**config.mk**
```make
export PLATFORM = sky130hd
export DESIGN_NAME = herring_wait_gen
export DESIGN_NICKNAME = d
export VERILOG_FILES = /design/src/rtl/herring_bus_pkg.sv /design/src/rtl/herring_edge_sync.sv /design/src/rtl/herring_wait_gen.sv
export SDC_FILE = /design/constraint.sdc
export NUM_CORES = 1
export LEC_CHECK = 0
export ABC_AREA = 1
export BUFFER_PORTS_ARGS = -buffer_cell sky130_fd_sc_hd__buf_2
export CAP_MARGIN = 15
export CORE_MARGIN = 2
export CORE_UTILIZATION = 46
export DETAILED_ROUTE_END_ITERATION = 7
export MAX_ROUTING_LAYER = met4
export PLACE_DENSITY = 0.75
export SLEW_MARGIN = 30
export SYNTH_ARGS = -nofsm -noshare
export SYNTH_HDL_FRONTEND = slang
export SYNTH_SLANG_ARGS = --single-unit
export TNS_END_PERCENT = 30
```
**constraint.sdc**
```tcl
create_clock -name clk_src -period 1.4 [get_ports clk_src]
set_input_delay 0.14 -clock clk_src [delete_from_list [all_inputs] [get_ports clk_src]]
set_output_delay 0.14 -clock clk_src [all_outputs]
set_load 0.01 [all_outputs]
```
**src/rtl/herring_bus_pkg.sv**
```systemverilog
// Shared bus definitions for the herring board glue logic: decoder
// chip-select indices, the default slow-device mask and the wait-state
// generator state encoding.
package herring_bus_pkg;

  localparam int unsigned CS_W       = 8;
  localparam int unsigned WAIT_CNT_W = 4;
  localparam int unsigned STAT_W     = 8;

  // Decoder output bit positions (cs_n is active low, same order).
  localparam int unsigned CS_RAM_WR = 0;
  localparam int unsigned CS_VIA1   = 5;
  localparam int unsigned CS_ACIA1  = 6;
  localparam int unsigned CS_BUS_EN = 7;

  // Selects whose peripherals cannot keep up with a full-speed phi2 cycle.
  localparam logic [CS_W-1:0] SLOW_MASK_DEFAULT =
    (CS_W'(1) << CS_VIA1) | (CS_W'(1) << CS_ACIA1);

  typedef enum logic [1:0] {
    IDLE = 2'd0,
    WAIT = 2'd1,
    DONE = 2'd2
  } wait_state_e;

endpackage

```
**src/rtl/herring_edge_sync.sv**
```systemverilog
// Synchronizer for an asynchronous board input plus single-cycle edge
// pulses in the clk_src domain.
//
// Ports:
//   clk_src  in   sampling clock
//   rst      in   synchronous, active-high reset (all flops to 0)
//   din      in   asynchronous input
//   rise_c   out  one clk_src wide pulse after a synced 0->1 (combinational)
//   fall_c   out  one clk_src wide pulse after a synced 1->0 (combinational)
module herring_edge_sync #(
  parameter int unsigned STAGES = 2
) (
  input  logic clk_src,
  input  logic rst,
  input  logic din,
  output logic rise_c,
  output logic fall_c
);

  if (STAGES < 2) begin : g_bad_stages
    $error("herring_edge_sync: STAGES must be at least 2");
  end

  logic [STAGES-1:0] sync_q;
  logic              dly_q;

  // Metastability chain; dly_q is the extra copy used only for edge detect.
  always_ff @(posedge clk_src) begin
    if (rst) begin
      sync_q <= '0;
      dly_q  <= 1'b0;
    end else begin
      sync_q <= {sync_q[STAGES-2:0], din};
      dly_q  <= sync_q[STAGES-1];
    end
  end

  assign rise_c =  sync_q[STAGES-1] & ~dly_q;
  assign fall_c = ~sync_q[STAGES-1] &  dly_q;

endmodule

```
**src/rtl/herring_wait_gen.sv**
```systemverilog
// Wait-state generator: pulls the 65C02 RDY low for a fixed number of phi2
// cycles whenever the decoder selects a slow peripheral (VIA, ACIA).
// Runs on the 50 MHz oscillator; phi2 is treated as asynchronous.
//
// Optional build macro HERRING_WAIT_STATS_EN: when defined, wait_count
// counts IDLE->WAIT transitions (saturating at 8'hFF, cleared by rst);
// otherwise wait_count is tied to 8'h00.
//
// Ports:
//   clk_src      in   50 MHz oscillator, the only clock
//   rst          in   synchronous, active-high reset
//   phi2         in   CPU PHI2O, asynchronous to clk_src
//   cs_n[7:0]    in   decoder chip selects, active low
//   rw           in   CPU RWB (1 = read), captured for debug only
//   rdy          out  to CPU RDY; 0 stretches the current cycle
//   wait_active  out  high while stretching
//   wait_count   out  saturating count of stretched accesses
module herring_wait_gen
  import herring_bus_pkg::*;
#(
  parameter logic [7:0]  SLOW_MASK   = SLOW_MASK_DEFAULT,
  parameter int unsigned WAIT_CYCLES = 2,
  parameter int unsigned SYNC_STAGES = 2
) (
  input  logic       clk_src,
  input  logic       rst,
  input  logic       phi2,
  input  logic [7:0] cs_n,
  input  logic       rw,
  output logic       rdy,
  output logic       wait_active,
  output logic [7:0] wait_count
);

  if (WAIT_CYCLES > 15) begin : g_bad_wait
    $error("herring_wait_gen: WAIT_CYCLES must be 0..15");
  end

  localparam logic                  STRETCH_EN = (WAIT_CYCLES != 0);
  localparam logic [WAIT_CNT_W-1:0] LAST_CNT   = WAIT_CNT_W'(WAIT_CYCLES - 1);

  logic                  rise_c;
  logic                  fall_c;
  logic                  slow_hit_c;
  logic                  start_c;
  wait_state_e           state;
  logic [WAIT_CNT_W-1:0] cnt;
  logic                  rw_latched_unused;

  herring_edge_sync #(
    .STAGES (SYNC_STAGES)
  ) u_phi2_sync (
    .clk_src (clk_src),
    .rst     (rst),
    .din     (phi2),
    .rise_c  (rise_c),
    .fall_c  (fall_c)
  );

  // cs_n is used raw: the address is stable by the time the synced rise lands.
  assign slow_hit_c = |(~cs_n & SLOW_MASK);
  assign start_c    = (state == IDLE) && rise_c && slow_hit_c && STRETCH_EN;

  // Wait-state FSM with registered rdy / wait_active.
  always_ff @(posedge clk_src) begin
    if (rst) begin
      state       <= IDLE;
      cnt         <= '0;
      rdy         <= 1'b1;
      wait_active <= 1'b0;
    end else begin
      case (state)
        IDLE: begin
          if (start_c) begin
            state       <= WAIT;
            cnt         <= '0;
            rdy         <= 1'b0;
            wait_active <= 1'b1;
          end
        end
        WAIT: begin
          // A select that vanishes at the next rise means the access was aborted.
          if (rise_c && !slow_hit_c) begin
            state       <= IDLE;
            rdy         <= 1'b1;
            wait_active <= 1'b0;
          end else if (fall_c) begin
            cnt <= cnt + WAIT_CNT_W'(1);
            if (cnt == LAST_CNT) begin
              state       <= DONE;
              rdy         <= 1'b1;
              wait_active <= 1'b0;
            end
          end
        end
        DONE: begin
          // Hold off until the stretched access retires so it is not re-triggered.
          if (fall_c) begin
            state <= IDLE;
          end
        end
        default: begin
          state       <= IDLE;
          rdy         <= 1'b1;
          wait_active <= 1'b0;
        end
      endcase
    end
  end

  // Direction of the last stretched access, kept for probing only.
  always_ff @(posedge clk_src) begin
    if (rst) begin
      rw_latched_unused <= 1'b0;
    end else if (start_c) begin
      rw_latched_unused <= rw;
    end
  end

`ifdef HERRING_WAIT_STATS_EN
  logic [STAT_W-1:0] stat_q;

  // Saturating count of stretched accesses.
  always_ff @(posedge clk_src) begin
    if (rst) begin
      stat_q <= '0;
    end else if (start_c && (stat_q != {STAT_W{1'b1}})) begin
      stat_q <= stat_q + STAT_W'(1);
    end
  end

  assign wait_count = stat_q;
`else
  assign wait_count = 8'h00;
`endif

endmodule

```
[After elaboration in Yosys (flattened, before gate mapping)]
Index checks and enable logic that the tools add are counted.
Word-level totals
  logic and storage cells: 52
  output and inout port bits: 10
  bits of input ports: 12
  bits in registers: 11
Operators by class
  reduce and logical (&&, ||, !) cells: 10
  equality and inequality tests: 9
  multiplexer cells: 20
  bitwise gates (word level): 6
  add/subtract/negate cells: 1
Operators by type and width (count)
  2-to-1 mux 4 bit: 3
  AND reduction 4 bit: 3
  2-to-1 mux 2 bit: 5
  2-to-1 mux 1 bit: 8
  inequality test 2 bit, second input constant: 4
  one-hot mux 4 bit (2 select lines): 1
  inverter 7 bit: 1
  inequality test 3 bit, second input constant: 2
  one-hot mux 1 bit (3 select lines): 2
  one-hot mux 2 bit (3 select lines): 1
  adder 4 x 1 -> 4 bit, second input constant: 1
  == test 4 x 1 -> 1 bit, second input constant: 1
  logical AND 1 bit: 3
  inverter 1 bit: 3
  bitwise AND 1 bit: 2
  == test 2 x 1 -> 1 bit, second input constant: 1
  == test 2 bit, second input constant: 1
  logical NOT 2 bit: 1
  nonzero test 2 bit: 1
  OR reduction 2 bit: 1
  logical NOT 1 bit: 1

[Depth between registers and ports, before layout]
Gate-level depths: netlist (run 1).
  depth in word-level cells: 6
  gate-level depth with buffers: 10
  mapped depth without buffers: 10

[By module]
From an unflattened synthesis (run 1), not the netlist that was laid out.
Second synthesis, totals
  cell total of the unflattened synthesis: 82
  area total of the unflattened synthesis: 606.8 um2
By module, submodules not included
  herring_wait_gen: cells each 70, instances 1, area an instance 513.0 um2, seq. area each 160.2 um2
  herring_edge_sync: cells each 12, instances 1, area an instance 93.8 um2, seq. area each 60.1 um2

[Worst setup path before layout (run 1)]
Ideal clock, no wire load.
  kind: register to register
  start: register cnt[1]
  end: register rdy
  arrival time: 983 ps
  cell stages (with the launch flop): 9
  clock period less this slack: 1102 ps
  slack: 298 ps
  setup time: 119 ps
  buffers on the path: 0
  data required time: 1281 ps
  path through: dfxtp_1 > inv_1 > ha_1 > nand3_1 > nand3_1 > nand2_1 > nor2_1 > o21ai_0 > nand2_1
On the way
  longest elaborated chain between the ends: 3
RTL lines
  start, declared: line herring_wait_gen.sv:47  | logic [WAIT_CNT_W-1:0] cnt;
  start signal, assigned: line herring_wait_gen.sv:88  | cnt <= cnt + WAIT_CNT_W'(1);
  == test 4 x 1 -> 1 bit: line herring_wait_gen.sv:89  | if (cnt == LAST_CNT) begin
  inequality test 3 bit (no line)
  AND reduction 4 bit (no line)
  end signal, assigned: line herring_wait_gen.sv:85  | rdy <= 1'b1;
  end signal, assigned: line herring_wait_gen.sv:91  | rdy <= 1'b1;
  end signal, assigned: line herring_wait_gen.sv:104  | rdy <= 1'b1;
  end, declared: line herring_wait_gen.sv:30  | output logic rdy,
Every way passes these cells.
A chain may end at the register's enable or synchronous reset.

[Final worst setup path (run 1)]
Same ends and word-level chain as after synthesis.

==> results of run 1 <==
## cells in the mapped netlist (2+ instances only)
master / count / share of area
a21oi_1: 4 / 0.033
buf_4: 8 / 0.10
dfxtp_1: 11 / 0.37
ha_1: 2 / 0.042
inv_1: 13 / 0.081
nand2_1: 19 / 0.12
nand2_2: 4 / 0.042
nand3_1: 5 / 0.042
nor2_1: 11 / 0.069
nor2_2: 2 / 0.021
nor3_1: 2 / 0.017
## critical path, delay by kind of cell, from the launching register on
| kind | cells | cell delay [ns] |
|---|---|---|
| fa+ha+maj | 1 | 0.17 |
| simple gates | 5 | 0.40 |
| buf+inv | 1 | 0.06 |
| compound gates | 1 | 0.14 |
| flops | 1 | 0.35 |
## final cells by class
type                            count  area, um^2  share of cell area
Sequential cell                    11         220               0.345
Tap cell                           15        18.8              0.0294
Timing Repair Buffer                6        30.0              0.0471
Multi-Input combinational cell     61         288               0.451
Clock buffer                        4        26.3              0.0412
Inverter                           14        55.1              0.0863
## how the worst min path moves through the flow
stage,start,endpoint,slack (ns),depth (start not counted)
6_report,phi2,u_phi2_sync.sync_q[0]$_SDFF_PP0_,0.08,3
5_1_grt,phi2,u_phi2_sync.sync_q[0]$_SDFF_PP0_,0.11,3
4_1_cts,phi2,u_phi2_sync.sync_q[0]$_SDFF_PP0_,0.08,3
3_5_place_dp,phi2,u_phi2_sync.sync_q[0]$_SDFF_PP0_,0.35,3
3_3_place_gp,phi2,u_phi2_sync.sync_q[0]$_SDFF_PP0_,0.34,3
2_1_floorplan,phi2,u_phi2_sync.sync_q[0]$_SDFF_PP0_,0.25,2
## registers in the layout (all words and copies together), names as in the netlist
name and cells:
rdy 1, wait_active 1, cnt 4, state 2, u_phi2_sync.sync_q 2, u_phi2_sync.dly_q 1
## logic make-up after synthesis
kind of cell,count (synthesis)
adders and majority gates,2
DFF,11
other,1
AOI/OAI and AO/OA,7
and+or+nand+nor,44
buffers and inverters,23
## layer usage
metal,track usage,routed length (um),up-vias
met1,0.168,421,213
met3,0.0167,31,4
met4,0.103,24,0
met5,-,0,-
met2,0.246,419,10
li1,-,-,264
## per-stage QoR
step / std cells / instance area [um^2] / util / hold slack (ns)
2_1_floorplan: 95 / 627 / - / 0.247
3_3_place_gp: 107 / 612 / 0.489 / 0.344
3_5_place_dp: 107 / 612 / 0.489 / 0.349
4_1_cts: 111 / 638 / 0.509 / 0.0819
5_1_grt: 111 / 638 / 0.509 / 0.110
6_report: 111 / 638 / 0.509 / 0.0848
## power by group through the flow
stage | registers (mW) | clock network (mW) | logic (mW)
2_1_floorplan | 0.412 | 0 | 0.289
3_3_place_gp | 0.404 | 0 | 0.353
3_5_place_dp | 0.409 | 0 | 0.359
4_1_cts | 0.402 | 0.208 | 0.361
5_1_grt | 0.407 | 0.223 | 0.415
6_report | 0.402 | 0.201 | 0.358
## cell usage in the layout (no fill, tap or decap)
cell type and instances:
nand2_1 19, inv_1 13, nor2_1 11, dfxtp_1 11, conb_1 8, buf_2 6
nand3_1 5, nand2_2 4, a21oi_1 4, clkbuf_4 3, nor2_2 2, nor3_1 2
ha_1 2, inv_4 1, or2_2 1, a21oi_2 1, o21ai_0 1, o21bai_1 1
clkbuf_1 1
==> results.py, run 1 <==
metrics = {
    "logic_synthesis": {
        "async_flop_share": 0,
        "synth_top_family_by_area": "simple AND/OR/NAND/NOR gates",
        "ys_seq_elements": 11,
        "number_of_enable_type_register_cells_in_the_synthesized_netlist": 0,
        "mean_instance_size_in_the_synthesized_netlist_um2": 6.82,
        "synthesized_area_fraction_occupied_by_ao_oa_aoi_and_oai_cells": 0.0687,
        "post_synth_and_or_nand_nor_area_fraction": 0.319,
        "most_used_dff_post_synth": "dfxtp_1",
        "count_of_mapped_cells_out_of_synthesis": 88,
        "synth_xor_area_frac": 0,
        "ys_seq_area_frac": 0.367,
        "synth.mux.area_fraction": 0,
        "yosysUniqueCellTypes": 18,
        "synth_area_um2": 601,
        "yosys_warnings": 0,
        "synthAdderAreaFrac": 0.0417,
    },
    "final_layout": {
        "post_route_cells_drive_above_1_share": 0.188,
        "antenna-diode-count": 0,
        "layout.filler_cells": 128,
        "fin_nets": 111,
        "area_growth_pct": 6.25,
    },
    "route": {
        "routedWlPerCell_um": 8.08,
        "route.antenna.remaining_nets": 0,
        "via_per_inst": 4.42,
        "initialDrtViolationCount": 7,
        "wirelength_um": 897,
        "via_count_of_the_routed_design": 491,
        "drt-pass1-iter-count": 4,
        "drt_drc_violations_left": 0,
    },
    "power_and_ir_drop": {
        "swShare": 0.375,
        "seq_power_share": 0.419,
        "power.static_leakage_nw": 0.309,
        "power.share.clock": 0.209,
        "power_mw": 0.961,
        "vdd.ir_drop.worst_uv": 910,
        "switching_power_mw": 0.360,
        "intPower_mw": 0.601,
        "p_per_area_nw_per_um2": 1510,
        "combPwrFrac": 0.372,
    },
    "worst_setup_path": {
        "path_class": "register to register",
        "worst_setup_path_endpoint": "rdy$_SDFFE_PP1P_",
        "crit_path_cell_trace": "inv_1 > ha_1 > nand3_1 > nand3_1 > nand2_1 > nor2_1 > o21ai_0 > nand2_1",
        "reg2reg_to": "rdy$_SDFFE_PP1P_",
        "setup.worst_path.start": "cnt[1]$_SDFFE_PP0P_",
        "cp_slowest_cell": "dfxtp_1",
        "timing.reg2reg.setup_slack_ns": 0.16,
        "worstSetupStartpointType": "register",
        "critPathMaxStageDelay_ns": 0.35,
        "worst_setup_path_end_kind": "register",
        "worst-path-max-fanout": 3,
        "reg2regPathDepth": 8,
        "timing.critical_path.required_ns": 1.55,
        "r2r_start": "cnt[1]$_SDFFE_PP0P_",
        "cp_data_arrival_time_ns": 1.39,
    },
    "sta": {
        "post-route-period-util": 0.884,
        "setup_slack_ns": 0.162,
        "finalSetupViolations": 0,
        "shortest_clock_period_the_worst_path_allows_after_layout_ns": 1.24,
        "report.final.hold_viol_count": 0,
        "clock_skew_ns": 0.00350,
        "fin_setup_tns_ns": 0,
        "final_max_slew_viol_count": 0,
        "rsz0062_at_grt": "false",
        "achievable-frequency_ghz": 0.808,
    },
    "global_routing": {
        "vias_in_the_first_global_route": 428,
        "globalRouteOverflowTotal": 0,
        "grt_first_pass_wirelength_mm": 1.57,
        "groute.usage.overall": 0.150,
        "grt_max_degree": 9,
        "antenna_found_initial": 0,
    },
    "floorplanning": {
        "floorplan.initialDensity": 0.480,
        "floorplan.die.width_um": 40.1,
        "num_rows": 13,
        "die-area_um2": 1610,
        "fp.coreArea_um2": 1250,
        "die_h_um": 40.1,
        "boundary_pin_count": 22,
    },
    "clock_tree": {
        "cts_htree_levels": 1,
        "cts-root-to-sink-buffers": 2,
        "root_driver": "clkbuf_4",
        "cts_tree": "done",
        "cts.reportedPaths.clkPinSlew_ns": 0.06,
        "cts_hold_repair.buffers": 0,
        "cts_inserted_buffers": 3,
        "clock_sinks": 11,
        "clk_latency_ns": 0.26,
        "post_cts_buffers": 0,
        "post_cts_resize_count": 0,
    },
    "run_status": {
        "status": "finished clean",
    },
    "run": {
        "max-cap-violations": 0,
    },
    "placement": {
        "place.gp.congestion": 0.803,
        "pre_cts_ws_ns": 0.180,
        "placement.io_buffers": 6,
        "detailedPlacementHpwl_um": 726,
    },
    "hold_path": {
        "min-delay-path-class": "primary input to register",
    },
}
No activity file was read; power rests on OpenSTA's default activity.
==> inputs of run 2 (changes only) <==
--- a/config.mk
+++ b/config.mk
@@ -8,11 +8,12 @@
 export ABC_AREA = 1
 export BUFFER_PORTS_ARGS = -buffer_cell sky130_fd_sc_hd__buf_2
 export CAP_MARGIN = 15
+export CORE_ASPECT_RATIO = 1.1
 export CORE_MARGIN = 2
-export CORE_UTILIZATION = 46
+export CORE_UTILIZATION = 41
 export DETAILED_ROUTE_END_ITERATION = 7
 export MAX_ROUTING_LAYER = met4
-export PLACE_DENSITY = 0.75
+export PLACE_DENSITY = 0.81
 export SLEW_MARGIN = 30
 export SYNTH_ARGS = -nofsm -noshare
 export SYNTH_HDL_FRONTEND = slang
==> constraint.sdc (replaced) <==
create_clock -name clk_src -period 1 [get_ports clk_src]
set_input_delay 0.1 -clock clk_src [delete_from_list [all_inputs] [get_ports clk_src]]
set_output_delay 0.1 -clock clk_src [all_outputs]
set_load 0.01 [all_outputs]
==> results.py, run 2 (synthesis gave the netlist of run 1 again) <==
metrics = {
    "final_layout": {
        "area_growth_pct": 27.1,
        "post_route_cells_drive_above_1_share": 0.415,
        "ff_latch_area_um2": 226,
        "antenna-diode-count": 0,
        "final_common_cell": "nand2_1",
        "multi_input_area_um2": 330,
        "layout.filler_cells": 121,
        "number_of_flip_flops_in_the_largest_register": 4,
        "most_flop_heavy_register": "cnt",
        "top_regs": "cnt (4), state (2), u_phi2_sync.sync_q (2)",
        "most-common-layout-cells": "17 x nand2_1, 10 x inv_1, 10 x nor2_1, 10 x buf_4, 8 x conb_1",
        "final_core_utilization": 0.559,
        "fin_nets": 121,
    },
    "power_and_ir_drop": {
        "seq_power_share": 0.356,
        "swShare": 0.384,
        "power_mw": 1.61,
        "power.share.clock": 0.181,
        "power.static_leakage_nw": 0.366,
        "intPower_mw": 0.990,
        "p_per_area_nw_per_um2": 2110,
        "switching_power_mw": 0.617,
        "combPwrFrac": 0.463,
        "vdd.ir_drop.worst_uv": 1160,
    },
    "sta": {
        "rsz0062_at_grt": "true",
        "shortest_clock_period_the_worst_path_allows_after_layout_ns": 1.16,
        "clock_skew_ns": 0.00453,
        "final_max_slew_viol_count": 0,
        "post-route-period-util": 1.16,
        "setup_slack_ns": -0.156,
        "finalSetupViolations": 8,
        "report.final.hold_viol_count": 0,
        "achievable-frequency_ghz": 0.865,
        "timing.hold.ws_ns": 0.0485,
    },
    "route": {
        "via_per_inst": 4.49,
        "route.antenna.remaining_nets": 0,
        "via_count_of_the_routed_design": 548,
        "drt_drc_violations_left": 0,
        "drt-pass1-iter-count": 4,
        "routedWlPerCell_um": 9.99,
        "initialDrtViolationCount": 12,
        "wirelength_mm": 1.22,
    },
    "global_routing": {
        "groute.usage.overall": 0.167,
        "antenna_found_initial": 0,
        "vias_in_the_first_global_route": 498,
        "globalRouteOverflowTotal": 0,
        "grt_max_degree": 9,
        "grt_first_pass_wirelength_mm": 1.88,
    },
    "worst_setup_path": {
        "worstSetupStartpointType": "register",
        "worst_setup_path_end_kind": "register",
        "r2r_start": "u_phi2_sync.sync_q[1]$_SDFF_PP0_",
        "timing.reg2reg.setup_slack_ns": -0.16,
        "path_class": "register to register",
        "cp_data_arrival_time_ns": 1.32,
        "worst-path-max-fanout": 7,
        "reg2reg_to": "cnt[3]$_SDFFE_PP0P_",
        "reg2regPathDepth": 9,
        "timing.critical_path.required_ns": 1.17,
    },
    "floorplanning": {
        "die-area_um2": 1790,
        "boundary_pin_count": 22,
        "num_rows": 14,
        "die_h_um": 44.1,
        "fp.coreArea_um2": 1370,
        "floorplan.die.width_um": 40.5,
        "floorplan.initialDensity": 0.440,
    },
    "placement": {
        "place.gp.congestion": 0.838,
        "detailedPlacementHpwl_um": 860,
        "pre_cts_ws_ns": -0.191,
        "placement.io_buffers": 6,
    },
    "clock_tree": {
        "root_driver": "clkbuf_4",
        "clk_latency_ns": 0.27,
        "cts.reportedPaths.clkPinSlew_ns": 0.06,
        "cts_tree": "done",
        "cts_inserted_buffers": 3,
        "cts_hold_repair.buffers": 0,
        "cts-root-to-sink-buffers": 2,
        "clock_sinks": 11,
        "cts_htree_levels": 1,
    },
    "hold_path": {
        "min_delay_path_depth": 3,
        "min-delay-path-class": "primary input to register",
        "hold_path.startpoint": "phi2",
        "hold-path-endpoint": "u_phi2_sync.sync_q[0]$_SDFF_PP0_",
    },
    "run_status": {
        "status": "complete, but fails checks",
        "failed_checks": "setup timing",
    },
    "run": {
        "max-cap-violations": 0,
    },
}
-- run 2: how the worst max path moves through the flow --
stage	startpoint	to	slack, ns	cells after the start
2_1_floorplan	state[1]$_SDFFE_PP0P_	rdy$_SDFFE_PP1P_	-0.07	9
3_3_place_gp	cnt[1]$_SDFFE_PP0P_	rdy$_SDFFE_PP1P_	-0.14	8
3_5_place_dp	u_phi2_sync.sync_q[1]$_SDFF_PP0_	state[0]$_SDFFE_PP0P_	-0.19	8
4_1_cts	cnt[1]$_SDFFE_PP0P_	rdy$_SDFFE_PP1P_	-0.15	8
5_1_grt	u_phi2_sync.dly_q$_SDFF_PP0_	rdy$_SDFFE_PP1P_	-0.24	9
6_report	u_phi2_sync.sync_q[1]$_SDFF_PP0_	cnt[3]$_SDFFE_PP0P_	-0.16	9
-- run 2: layout make-up --
class,count,share of cell area
multi-input cells,61,0.433
flip-flops and latches,11,0.297
repair buffers,16,0.138
inverters,14,0.0721
clock buffers,4,0.0344
well taps,16,0.0262
-- run 2: power groups by stage --
stage               Clock (mW)  Combinational (mW)  Sequential (mW)
detailed placement           0               0.634            0.565
global route             0.322               0.814            0.579
finish                   0.291               0.744            0.572
global placement             0               0.617            0.561
floorplan                    0               0.410            0.578
CTS                      0.294               0.685            0.560
-- run 2: through the flow --
stage                     instance area, um^2  setup TNS, ns  instances
after CTS                                 729         -0.900        121
after floorplan                           628         -0.331         95
after global placement                    674         -0.792        116
final                                     763          -1.06        122
after detailed placement                  674          -1.15        116
after global routing                      763          -1.71        122
-- run 2: layer usage --
layer | track usage | share of wire
met1 | 0.174 | 0.41
met2 | 0.251 | 0.51
met3 | 0.0352 | 0.047
met4 | 0.153 | 0.039
met5 | - | 0
-- run 2: what timing repair did --
action / in CTS / in global routing
gates resized for setup: 9 / 9
endpoints found under the setup margin: 8 / 8
setup buffers: 1 / 1
pin swaps: 3 / 9
-- run 2: worst max-delay path, cell delays in order (launching register included) --
cell	delay [ns]
dfxtp_2	0.36
inv_2	0.05
nor2_2	0.10
nand2_1	0.08
nand2_2	0.09
nand2_2	0.08
inv_4	0.10
nand3_1	0.08
nand2_1	0.08
nor2_1	0.04
